===== src/rtl/inst_pkg.sv =====
// Shared constants for the instruction store and its byte-stream loader.
package inst_pkg;

  localparam int INST_ADDR_W  = 6;
  localparam int INST_DEPTH   = 2 ** INST_ADDR_W;
  localparam int LOAD_TIMEOUT = 100000;

  localparam logic [1:0] ST_IDLE = 2'd0;
  localparam logic [1:0] ST_HDR  = 2'd1;
  localparam logic [1:0] ST_DATA = 2'd2;
  localparam logic [1:0] ST_ERR  = 2'd3;

endpackage


===== src/rtl/loader_word_asm.sv =====
// Big-endian 4-byte word assembler: shifts accepted bytes in MSB first and
// flags the cycle in which the fourth byte completes a word.
module loader_word_asm (
  input  logic        clk,
  input  logic        rst,
  input  logic        clear,
  input  logic        accept,
  input  logic [7:0]  byte_data,
  output logic [31:0] word,
  output logic        word_ready
);

  logic [1:0]  idx;
  logic [23:0] shreg;

  // The completed word is formed combinationally so the writer can register
  // it on the same edge that takes in the fourth byte.
  assign word       = {shreg, byte_data};
  assign word_ready = accept && (idx == 2'd3);

  always_ff @(posedge clk or posedge rst) begin
    if (rst) begin
      idx   <= 2'd0;
      shreg <= 24'd0;
    end else if (clear) begin
      idx   <= 2'd0;
      shreg <= 24'd0;
    end else if (accept) begin
      idx   <= idx + 2'd1;
      shreg <= {shreg[15:0], byte_data};
    end
  end

endmodule


===== src/rtl/inst_loader.sv =====
// Instruction RAM loader: header byte gives the word count, then 4 bytes per
// word are written out while the CPU is held; aborts on inter-byte timeout.
module inst_loader
  import inst_pkg::*;
#(
  parameter int ADDR_W  = INST_ADDR_W,
  parameter int TIMEOUT = LOAD_TIMEOUT,
  parameter int TO_W    = 17
) (
  input  logic              clk,
  input  logic              rst,
  input  logic              start,
  input  logic              byte_valid,
  input  logic [7:0]        byte_data,
  output logic              we,
  output logic [ADDR_W-1:0] waddr,
  output logic [31:0]       wdata,
  output logic              cpu_hold,
  output logic              done,
  output logic              err
);

  localparam int N_W = ADDR_W + 1;
  localparam logic [N_W-1:0]  DEPTH   = {1'b1, {ADDR_W{1'b0}}};
  localparam logic [TO_W-1:0] TO_LAST = TO_W'(TIMEOUT - 1);

  logic [1:0]      state;
  logic [N_W-1:0]  n_words;
  logic [N_W-1:0]  wcnt;
  logic            last_p;
  logic [TO_W-1:0] to_cnt;
  logic            accept;
  logic [31:0]     word;
  logic            word_ready;

  // Header count: 0 means a full store, anything beyond the store clamps.
  function automatic logic [N_W-1:0] sat_count(input logic [N_W-1:0] v);
    if (v == '0 || v > DEPTH) return DEPTH;
    return v;
  endfunction

  assign accept = (state == ST_DATA) && byte_valid && !start;

  loader_word_asm u_asm (
    .clk        (clk),
    .rst        (rst),
    .clear      (start),
    .accept     (accept),
    .byte_data  (byte_data),
    .word       (word),
    .word_ready (word_ready)
  );

  always_ff @(posedge clk or posedge rst) begin
    if (rst) begin
      state    <= ST_IDLE;
      we       <= 1'b0;
      waddr    <= '0;
      wdata    <= 32'd0;
      cpu_hold <= 1'b0;
      done     <= 1'b0;
      err      <= 1'b0;
      n_words  <= '0;
      wcnt     <= '0;
      last_p   <= 1'b0;
      to_cnt   <= '0;
    end else begin
      we <= 1'b0;
      if (start) begin
        state    <= ST_HDR;
        cpu_hold <= 1'b1;
        done     <= 1'b0;
        err      <= 1'b0;
        waddr    <= '0;
        wcnt     <= '0;
        last_p   <= 1'b0;
        to_cnt   <= '0;
      end else begin
        case (state)
          ST_HDR: begin
            if (byte_valid) begin
              n_words <= sat_count(byte_data[ADDR_W:0]);
              state   <= ST_DATA;
              to_cnt  <= '0;
            end else if (to_cnt == TO_LAST) begin
              state <= ST_ERR;
              err   <= 1'b1;
            end else begin
              to_cnt <= to_cnt + 1'b1;
            end
          end
          ST_DATA: begin
            if (byte_valid) begin
              to_cnt <= '0;
            end else if (to_cnt == TO_LAST) begin
              state <= ST_ERR;
              err   <= 1'b1;
            end else begin
              to_cnt <= to_cnt + 1'b1;
            end
            if (word_ready) begin
              we     <= 1'b1;
              wdata  <= word;
              wcnt   <= wcnt + 1'b1;
              last_p <= ((wcnt + 1'b1) == n_words);
            end
            // Address advances the cycle after each pulse; the final pulse
            // also releases the CPU and leaves waddr at N mod depth.
            if (we) begin
              waddr <= waddr + 1'b1;
              if (last_p) begin
                state    <= ST_IDLE;
                cpu_hold <= 1'b0;
                done     <= 1'b1;
                last_p   <= 1'b0;
              end
            end
          end
          default: ;
        endcase
      end
    end
  end

endmodule


===== config.mk =====
export PLATFORM = sky130hd
export DESIGN_NAME = inst_loader
export DESIGN_NICKNAME = d
export VERILOG_FILES = /design/src/rtl/inst_pkg.sv /design/src/rtl/loader_word_asm.sv /design/src/rtl/inst_loader.sv
export SDC_FILE = /design/constraint.sdc
export NUM_CORES = 1
export LEC_CHECK = 0
export CAP_MARGIN = 20
export CORE_UTILIZATION = 35
export DETAILED_ROUTE_END_ITERATION = 10
export PLACE_DENSITY = 0.52
export SLEW_MARGIN = 20
export SYNTH_ARGS = -nofsm -noshare
export SYNTH_HDL_FRONTEND = slang
export SYNTH_HIERARCHICAL = 1
export SYNTH_SLANG_ARGS = --single-unit

===== constraint.sdc =====
create_clock -name clk -period 4.6 [get_ports clk]
set_input_delay 0.69 -clock clk [delete_from_list [all_inputs] [get_ports clk]]
set_output_delay 0.69 -clock clk [all_outputs]
set_load 0.01 [all_outputs]

==> results of run 1 <==
-- cell usage in the layout (no fill, tap or decap), types with 3 or more instances in the layout --
| cell | n |
|---|---|
| mux2_2 | 3 |
| nor3_1 | 3 |
| xnor2_1 | 9 |
| nand2_1 | 23 |
| mux2_1 | 29 |
| ha_1 | 6 |
| nor2b_1 | 4 |
| nand4_1 | 6 |
| nand2b_1 | 9 |
| o21ai_1 | 9 |
| clkdlybuf4s50_1 | 52 |
| inv_1 | 4 |
| clkbuf_16 | 9 |
| dfrtp_1 | 102 |
| nor2_1 | 48 |
| and3_1 | 5 |
| a21oi_1 | 19 |
| buf_4 | 4 |
| o21ai_0 | 17 |
| nand3_1 | 17 |
| xor2_1 | 13 |
| mux2i_1 | 25 |
| or3_1 | 4 |
-- cell families (layout without fill, tap and decap cells) --
family,after synthesis,in the layout,synth area share (%)
fa+ha+maj,6,6,1.60
simple gates,137,137,14.9
mux,57,57,13.0
xor+xnor,22,22,4.11
flops,102,102,54.4
buf+inv,33,79,4.48
compound gates,60,60,7.42
-- critical path: cells and delay by family --
family / cells / cell delay, ns
AND/OR/NAND/NOR: 4 / 1.15
buffers and inverters: 2 / 0.97
multiplexers: 1 / 0.35
-- flip-flops by register name (all words and copies together) (netlist names) --
register and count:
wdata 32, u_asm/shreg 24, to_cnt 17, n_words 7, wcnt 7, waddr 6
state 2, u_asm/idx 2, cpu_hold 1, done 1, err 1, last_p 1
we 1
-- metal layers --
| metal | up-vias | global-route usage (%) |
|---|---|---|
| met3 | 11 | 4.26 |
| met5 | - | 0 |
| met1 | 1559 | 20.3 |
| li1 | 1533 | - |
| met4 | 0 | 4.65 |
| met2 | 48 | 23.9 |
-- power groups by stage --
stage | logic [mW] | registers, mW | clock network, mW
floorplan | 0.104 | 0.947 | 0
global placement | 0.131 | 0.953 | 0
detailed placement | 0.133 | 0.953 | 0
CTS | 0.135 | 0.935 | 0.762
global route | 0.152 | 0.938 | 0.796
finish | 0.131 | 0.935 | 0.733
-- through the flow --
step / utilization [%] / instances / instance area [um2] / setup WS [ns] / hold slack [ns]
finish: 43.4 / 635 / 5560 / 1.65 / 0.477
global route: 43.4 / 635 / 5560 / 1.47 / 0.505
CTS: 43.4 / 635 / 5560 / 1.59 / 0.484
detailed placement: 41.2 / 619 / 5280 / 1.21 / 0.467
global placement: 41.2 / 619 / 5280 / 1.31 / 0.463
floorplan: - / 417 / 4690 / 1.70 / 0.452
-- layout make-up --
class / instances / area share, %
well taps: 172 / 3.87
multi-input cells: 282 / 34.8
clock inverters: 6 / 0.967
clock buffers: 10 / 4.12
repair buffers: 57 / 9.98
inverters: 6 / 0.405
flip-flops and latches: 102 / 45.9
-- worst paths after layout --
kind                            cells after the start        from  slack [ns]         to
worst max-delay path                                7  byte_valid        1.65  wdata[21]
worst min-delay path                                1    cpu_hold        0.48   cpu_hold
worst max register to register                      8    state[0]        1.69  wdata[21]
worst min register to register                      1    cpu_hold        0.48   cpu_hold
max in group asynchronous                           3         rst        2.76   waddr[2]
min in group asynchronous                           2         rst        0.75   wdata[9]
==> summary.txt, run 1 <==
Global route
  – GRT Total Usage: 15.2%
  – Antenna violations before repair: 0
  – Pin count of the biggest net entering global routing: 53
  – First-pass GRT wire length: 16.7 mm
  – Grt ovf: 0
  – Number of global-route vias before repair: 3235

STA
  – Fin. max-slew vios: 0
  – Final Hold Fails: 0
  – Max Clock Freq: 339 MHz
  – Fin Setup TNS: 0 ns
  – Worst-Margin Slew: 0.683 ns
  – Crit path time final: 2.95 ns
  – Final setup fails: 0
  – Final critical-path share of the clock period: 64.2%
  – Clk_skew: 0.00622 ns
  – Slew headroom: 54.4%
  – Unrepaired setup endpoints after global routing: false

Yosys
  – Netlist cell types: 51
  – Top post-synthesis cells by count: 102 x dfrtp_1, 49 x nor2_1, 29 x mux2_1
  – Syn Inst Count: 417
  – Post-synth top area share: 54.4%
  – Post-synth EDFFs: 0
  – Synth warnings: 6
  – Synth area leader: dfrtp_1
  – Most used DFF post-synth: dfrtp_1
  – Ys async rst share: 100%
  – Ranking of synthesized cells by area: dfrtp_1 54%, mux2_1 7.0%, mux2i_1 5.3%
  – Most instantiated library cell after synthesis: dfrtp_1
  – Seq cells post-synth: 102
  – Avg Cell Area, Syn: 11.2 um2
  – Mapped Area: 4690 um2
  – Register area share after synthesis: 54.4%
  – Syn_nets: 435

Power and ir drop
  – Leak: 2.44 nW
  – Pint: 1.34 mW
  – P_sw: 0.459 mW
  – Combinational share of power: 7.3%
  – Share of total power in the clock network: 40.7%
  – IR drop worst, VDD: 176 uV
  – Reg power frac: 52.0%
  – Power Density: 323 nW/um2
  – Sw frac: 25.5%
  – Tot Pwr: 1.80 mW

CTS
  – Worst-path clk slew: 0.07 ns
  – # Post-CTS Setup Buffers: 0
  – Post-CTS Hold Buffers: 0
  – Clk buf depth: 2
  – CTS Buf Count: 9
  – CTS tree: built
  – Cts repair resizes: 0
  – Clock Sink Count: 102
  – H-tree level count: 3
  – Worst-Skew Late Latency: 0.35 ns
  – CTS root buf: clkbuf_16

Run
  – Max-cap violations: 0

Routing
  – Routed met3 length: 345 um
  – DR WL met2: 4.63 mm
  – DR pass1 iterations: 4
  – Drc violations: 0
  – Wl on met1: 4.59 mm
  – Highest metal used: met4
  – Drt total wl: 9.71 mm
  – DR iter-0 viols: 228
  – Avg WL per Cell: 15.3 um
  – Antenna Violating Nets Remaining: 0
  – DR vias: 3151
  – Vias/cell: 4.96

Critical path
  – Worst path max stage delay: 0.61 ns
  – Slowest library cell on the worst path: clkdlybuf4s50_1
  – Peak fanout along the critical path: 18
  – Critical Path Start Type: primary input
  – CP arrival: 3.18 ns
  – CP cell instances: clkdlybuf4s50_1 -> and3b_2 -> and2_1 -> nand2_1 -> nor2_4 -> buf_4 -> mux2_1
  – Worst path required time: 4.83 ns
  – Crit. End Element: flip-flop
  – WS Path Type: in2reg

Placement
  – Routability cong.: 0.764
  – Buffers added on ports: 53
  – Dpl hpwl: 6.52 mm

Finish
  – Fill count: 1216
  – Multi-input gate area: 1940 um2
  – Layout area overhead: 18.7%
  – Layout cells sized above 1: 7.13%
  – Nets: 476
  – FF+latch area: 2550 um2
  – Diodes inserted: 0

Die
  – Initial Utilization: 36.6%
  – Core Region: 12800 um2
  – FP Rows: 41
  – Die Ht: 118 um
  – Die X: 118 um
  – I/O pin cnt: 54
  – Die area: 13900 um2

Min path
  – Worst hold path class: reg2reg

Outcome
  – Outcome: finished, final reports clean
(Power assumes the default switching activity.)
==> inputs of run 2 (changes only) <==
==> constraint.sdc (replaced) <==
create_clock -name clk -period 2.9 [get_ports clk]
set_input_delay 0.435 -clock clk [delete_from_list [all_inputs] [get_ports clk]]
set_output_delay 0.435 -clock clk [all_outputs]
set_load 0.01 [all_outputs]
==> summary.txt, run 2 (synthesis gave the netlist of run 1 again) <==
CTS
  – Clock Sink Count: 102 (unchanged)
  – Worst-Skew Late Latency: 0.34 ns (was 0.35 ns)
  – Clk buf depth: 2 (unchanged)
  – Post-CTS Hold Buffers: 0 (unchanged)
  – H-tree level count: 3 (unchanged)
  – CTS Buf Count: 9 (unchanged)
  – # Post-CTS Setup Buffers: 0 (unchanged)
  – Worst-path clk slew: 0.07 ns (about the same)
  – CTS tree: built (unchanged)
  – Cts repair resizes: 0 (unchanged)
  – CTS root buf: clkbuf_16 (unchanged)

Die
  – Core Region: 12800 um2 (unchanged)
  – I/O pin cnt: 54 (unchanged)
  – Die X: 118 um (unchanged)
  – Initial Utilization: 36.6% (unchanged)
  – Die area: 13900 um2 (unchanged)
  – FP Rows: 41 (unchanged)
  – Die Ht: 118 um (unchanged)

STA
  – Fin. max-slew vios: 0 (unchanged)
  – Final Hold Fails: 0 (unchanged)
  – Clk_skew: 0.00549 ns (was 0.00622 ns)
  – Crit path time final: 1.98 ns
  – Unrepaired setup endpoints after global routing: false (unchanged)
  – Worst-Margin Slew: 0.531 ns (was 0.683 ns)
  – Slew headroom: 64.6% (was 54.4%)
  – Fin Setup TNS: 0 ns (unchanged)
  – Max Clock Freq: 505 MHz
  – Final setup fails: 0 (unchanged)
  – Final critical-path share of the clock period: 68.3%

Global route
  – GRT Total Usage: 15.2% (about the same)
  – Grt ovf: 0 (unchanged)
  – First-pass GRT wire length: 16.6 mm (was 16.7 mm)
  – Antenna violations before repair: 0 (unchanged)
  – Pin count of the biggest net entering global routing: 77 (was 53)
  – Number of global-route vias before repair: 3210 (was 3235)

Critical path
  – Crit. End Element: flip-flop (unchanged)
  – Worst path required time: 3.13 ns (was 4.83 ns)
  – Slowest library cell on the worst path: dfrtp_1 (was clkdlybuf4s50_1)
  – Peak fanout along the critical path: 31 (was 18)
  – Critical Path Start Type: flip-flop (was primary input)
  – Stages on the worst setup path: 8 (was 7)
  – Crit path max-delay family: simple AND/OR/NAND/NOR gates (unchanged)
  – CP cell instances: inv_1 -> ha_1 -> and3b_2 -> and2_1 -> nand2_1 -> nor2_4 -> buf_12 -> mux2_2 (was clkdlybuf4s50_1 -> and3b_2 -> and2_1 -> nand2_1 -> nor2_4 -> buf_4 -> mux2_1)
  – WP buf/inv: 2 (unchanged)
  – Worst reg-to-reg path cell count: 8 (unchanged)
  – CP arrival: 2.21 ns (was 3.18 ns)
  – WS Path Type: reg2reg (was in2reg)
  – Worst path max stage delay: 0.41 ns (was 0.61 ns)

Finish
  – Layout area overhead: 20.2% (was 18.7%)
  – Commonest cells after routing, fill and taps aside: 102 x dfrtp_1, 52 x clkdlybuf4s50_1, 48 x nor2_1, 29 x mux2_1, 25 x mux2i_1 (unchanged)
  – Nets: 481 (was 476)
  – Biggest regs: wdata: 32 flops, u_asm/shreg: 24 flops, to_cnt: 17 flops (unchanged)
  – Most common cell after layout, fill and taps aside: dfrtp_1 (unchanged)
  – Biggest register: wdata (unchanged)
  – Diodes inserted: 0 (unchanged)
  – Number of flip-flops in the largest register: 32 (unchanged)
  – Layout cells sized above 1: 7.69% (was 7.13%)

Power and ir drop
  – Leak: 2.47 nW (was 2.44 nW)
  – Power Density: 514 nW/um2 (was 323 nW/um2)
  – IR drop worst, VDD: 263 uV (was 176 uV)
  – Tot Pwr: 2.90 mW (was 1.80 mW)

Routing
  – Antenna Violating Nets Remaining: 0 (unchanged)
  – Vias/cell: 4.92 (was 4.96)
  – Drt total wl: 9.72 mm (was 9.71 mm)
  – DR vias: 3150 (was 3151)
  – DR pass1 iterations: 4 (unchanged)
  – Avg WL per Cell: 15.2 um (was 15.3 um)
  – DR iter-0 viols: 266 (was 228)
  – Drc violations: 0 (unchanged)

Placement
  – Dpl hpwl: 6.45 mm (was 6.52 mm)
  – Buffers added on ports: 53 (unchanged)
  – Routability cong.: 0.808 (was 0.764)

Outcome
  – Outcome: finished, final reports clean (unchanged)

Min path
  – Hold depth: 2 (was 1)
  – Worst hold path class: in2reg (was reg2reg)

Run
  – Max-cap violations: 0 (unchanged)
-- run 2: cell types whose count changed in the layout (fill, tap and decap cells not counted), sizes merged --
| cell | before | now |
|---|---|---|
| clkbuf | 10 | 11 |
| clkinvlp | 1 | 2 |
| bufinv | 0 | 1 |
| buf | 5 | 10 |
| inv | 9 | 7 |
| clkinv | 2 | 1 |
-- run 2: worst paths after layout --
path,startpoint,to,slack (ns)
worst max-delay path,state[0],wdata[28],0.92
worst min-delay path,start,err,0.35
worst max register to register,state[0],wdata[28],0.92
worst min register to register,cpu_hold,cpu_hold,0.48
max in group asynchronous,rst,waddr[3],2.04
min in group asynchronous,rst,u_asm/shreg[17],0.52
-- run 2: area by class of cell --
class | instances | area [um2]
timing repair buffer | 62 | 618
inverter | 6 | 22.5
sequential | 102 | 2550
clock inverter | 5 | 58.8
clock buffer | 11 | 233
tap | 172 | 215
multi-input combinational | 282 | 1940
fill | 1252 | 7190
-- run 2: layer usage --
layer	track usage [%]	vias to the layer above	routed length [um]
li1	-	1545	-
met1	20.2	1552	4710
met2	23.9	45	4570
met3	4.46	8	333
met4	4.57	0	106
met5	0	-	0
-- run 2: metrics by stage --
step                      hold slack (ns)  utilization (%)  std cells  instance area (um2)  setup WS (ns)
after detailed placement            0.471             41.7        624                 5340          0.609
after CTS                           0.344             43.9        640                 5640          0.908
after global placement              0.461             41.7        624                 5340          0.640
final                               0.351             43.9        640                 5640          0.920
after floorplan                     0.452                -        417                 4690          0.131
after global routing                0.349             43.9        640                 5640          0.788
-- run 2: power breakdown --
group | total [mW] | internal [mW] | switching, mW
sequential | 1.48 | 1.45 | 0.0296
clock | 1.20 | 0.672 | 0.524
combinational | 0.217 | 0.0811 | 0.136
==> inputs of run 3 (changes only) <==
--- a/config.mk
+++ b/config.mk
@@ -8,7 +8,7 @@
 export CAP_MARGIN = 20
 export CORE_UTILIZATION = 35
 export DETAILED_ROUTE_END_ITERATION = 10
-export PLACE_DENSITY = 0.52
+export PLACE_DENSITY = 0.54
 export SLEW_MARGIN = 20
 export SYNTH_ARGS = -nofsm -noshare
 export SYNTH_HDL_FRONTEND = slang
==> constraint.sdc (replaced) <==
create_clock -name clk -period 1.7 [get_ports clk]
set_input_delay 0.255 -clock clk [delete_from_list [all_inputs] [get_ports clk]]
set_output_delay 0.255 -clock clk [all_outputs]
set_load 0.01 [all_outputs]
==> summary.txt, run 3 (synthesis gave the netlist of run 1 again) <==
Finish
  – Most common cell after layout, fill and taps aside: dfrtp_1 (unchanged)
  – Layout area overhead: 29.6% (was 20.2%)
  – Commonest cells after routing, fill and taps aside: 101 x dfrtp_1, 52 x clkdlybuf4s50_1, 50 x buf_4, 48 x nor2_1, 27 x mux2_1 (was 102 x dfrtp_1, 52 x clkdlybuf4s50_1, 48 x nor2_1, 29 x mux2_1, 25 x mux2i_1)
  – Number of flip-flops in the largest register: 32 (unchanged)
  – Biggest regs: wdata: 32 flops, u_asm/shreg: 24 flops, to_cnt: 17 flops (unchanged)
  – Layout cells sized above 1: 18.6% (was 7.69%)
  – Nets: 525 (was 481)
  – Biggest register: wdata (unchanged)
  – Finished Cell Area: 6080 um2 (was 5640 um2)
  – Fill count: 1218 (was 1252)
  – Diodes inserted: 0 (unchanged)

Critical path
  – CP arrival: 2.04 ns (was 2.21 ns)
  – WP buf/inv: 2 (unchanged)
  – Worst path required time: 1.94 ns (was 3.13 ns)
  – Crit path max-delay family: simple AND/OR/NAND/NOR gates (unchanged)
  – Reg-to-reg slack, setup: -0.1 ns (was 0.92 ns)
  – Critical Path Start Type: flip-flop (unchanged)
  – Peak fanout along the critical path: 21 (was 31)
  – Reg2reg start: state[0] (unchanged)
  – Worst R2R End: wdata[27] (was wdata[28])
  – Crit. End Element: flip-flop (unchanged)
  – Slowest library cell on the worst path: dfrtp_1 (unchanged)
  – Worst path max stage delay: 0.40 ns (was 0.41 ns)
  – WS Path Type: reg2reg (unchanged)
  – Worst reg-to-reg path cell count: 8 (unchanged)
  – CP cell instances: inv_2 -> ha_4 -> and3b_1 -> and2_4 -> nand2_4 -> nor2_4 -> buf_12 -> mux2_2 (was inv_1 -> ha_1 -> and3b_2 -> and2_1 -> nand2_1 -> nor2_4 -> buf_12 -> mux2_2)
  – Stages on the worst setup path: 8 (unchanged)

Placement
  – Buffers added on ports: 53 (unchanged)
  – Routability cong.: 0.800 (was 0.808)
  – Dpl hpwl: 6.89 mm (was 6.45 mm)
  – Dpl cell area: 5680 um2 (was 5340 um2)

Die
  – Die Ht: 118 um (unchanged)
  – Die X: 118 um (unchanged)
  – I/O pin cnt: 54 (unchanged)
  – Core Region: 12800 um2 (unchanged)
  – Initial Utilization: 36.6% (unchanged)
  – Die area: 13900 um2 (unchanged)
  – FP Rows: 41 (unchanged)

Global route
  – First-pass GRT wire length: 17.2 mm (was 16.6 mm)
  – Antenna violations before repair: 0 (unchanged)
  – Number of global-route vias before repair: 3430 (was 3210)
  – Grt ovf: 0 (unchanged)
  – GRT Total Usage: 15.7% (was 15.2%)
  – Pin count of the biggest net entering global routing: 77 (unchanged)

Routing
  – Vias/cell: 4.95 (was 4.92)
  – DR iter-0 viols: 215 (was 266)
  – Antenna Violating Nets Remaining: 0 (unchanged)
  – Avg WL per Cell: 14.9 um (was 15.2 um)
  – DR pass1 iterations: 4 (unchanged)
  – Drc violations: 0 (unchanged)
  – Drt total wl: 10.2 mm (was 9.72 mm)
  – DR vias: 3389 (was 3150)

CTS
  – Post-CTS Hold Buffers: 0 (unchanged)
  – Clk buf depth: 2 (unchanged)
  – Worst-path clk slew: 0.07 ns (about the same)
  – Worst-Skew Late Latency: 0.36 ns (was 0.34 ns)
  – CTS tree: built (unchanged)
  – Clock Sink Count: 102 (unchanged)
  – CTS Buf Count: 9 (unchanged)
  – CTS root buf: clkbuf_16 (unchanged)
  – H-tree level count: 3 (unchanged)

Outcome
  – Outcome: complete, but fails checks (was finished, final reports clean)
  – Failing checks: negative setup slack

STA
  – Final critical-path share of the clock period: 106% (was 68.3%)
  – Max Clock Freq: 556 MHz (was 505 MHz)
  – Final Hold Fails: 0 (unchanged)
  – Final setup fails: 35 (was 0)
  – Slew headroom: 68.9% (was 64.6%)
  – Fin. max-slew vios: 0 (unchanged)
  – Crit path time final: 1.80 ns (was 1.98 ns)
  – Clk_skew: 0.00873 ns (was 0.00549 ns)
  – Setup WS post-layout: -0.0987 ns (was 0.920 ns)
  – Worst-Margin Slew: 0.466 ns (was 0.531 ns)
  – Unrepaired setup endpoints after global routing: true (was false)

Power and ir drop
  – Leak: 2.75 nW (was 2.47 nW)
  – IR drop worst, VDD: 550 uV (was 263 uV)
  – Tot Pwr: 5.19 mW (was 2.90 mW)
  – Power Density: 854 nW/um2 (was 514 nW/um2)

Min path
  – Hold depth: 3 (was 2)
  – Hold Startpoint: start (unchanged)
  – Worst hold endpoint: waddr[3] (was err)
  – Worst hold path class: in2reg (unchanged)

Run
  – Max-cap violations: 0 (unchanged)
==> run 3: changes by cell type in the layout (fill, tap and decap cells not counted), moves of 2 or more <==
cell      change
buf_4        +43
clkbuf_1      -2
ha_1          -2
inv_6         +2
inv_8         +2
mux2_1        -2
mux2_4        +3
nor3_4        +2
==> run 3: layout make-up <==
type | count | area (um2) | area share (%)
sequential | 102 | 2550 | 42.0
multi-input combinational | 282 | 2010 | 33.1
timing repair buffer | 106 | 952 | 15.7
clock buffer | 9 | 225 | 3.70
tap | 172 | 215 | 3.54
clock inverter | 7 | 95.1 | 1.56
inverter | 6 | 26.3 | 0.432
==> run 3: routing by layer <==
metal | vias to the layer above | track usage (%) | wire length, um
met2 | 73 | 23.6 | 4590
met4 | 0 | 5.05 | 136
met5 | - | 0 | 0
li1 | 1626 | - | -
met1 | 1674 | 21.5 | 5040
met3 | 16 | 4.60 | 434
==> run 3: worst max-delay path by stage <==
stage               startpoint        end
global placement    byte_valid  wdata[15]
finish                state[0]  wdata[27]
CTS                   state[0]  wdata[28]
global route          state[0]   wdata[9]
floorplan             state[0]  wdata[10]
detailed placement  byte_valid   wdata[2]
==> run 3: report_power, final <==
part	internal (mW)	switching (mW)	leakage [nW]
sequential	2.48	0.0451	1.41
clock	1.19	1.01	0.158
combinational	0.206	0.259	1.19
total	3.88	1.32	2.75
==> run 3: timing repair <==
action                     4_1_cts  5_1_grt
setup endpoints to repair       36       51
pin swaps                        2        5
resized for setup                1       12
buffers inserted                 1        2
==> run 3: metrics by stage <==
stage	setup TNS, ns	std cells	worst slack [ns]	utilization [%]	hold WS, ns
after floorplan	-19.74	417	-0.566	-	0.295
after global placement	-11.61	665	-0.299	44.3	0.458
after detailed placement	-13.51	665	-0.338	44.3	0.474
after CTS	-3.42	682	-0.123	46.9	0.268
after global routing	-5.52	684	-0.173	47.4	0.291
final	-2.66	684	-0.0987	47.4	0.270
==> run 3: worst register-to-register path, cell delays in order (launching register included) <==
cell and delay (ns):
dfrtp_1 0.40, inv_2 0.07, ha_4 0.12, and3b_1 0.18
and2_4 0.17, nand2_4 0.06, nor2_4 0.15, buf_12 0.19
mux2_2 0.36
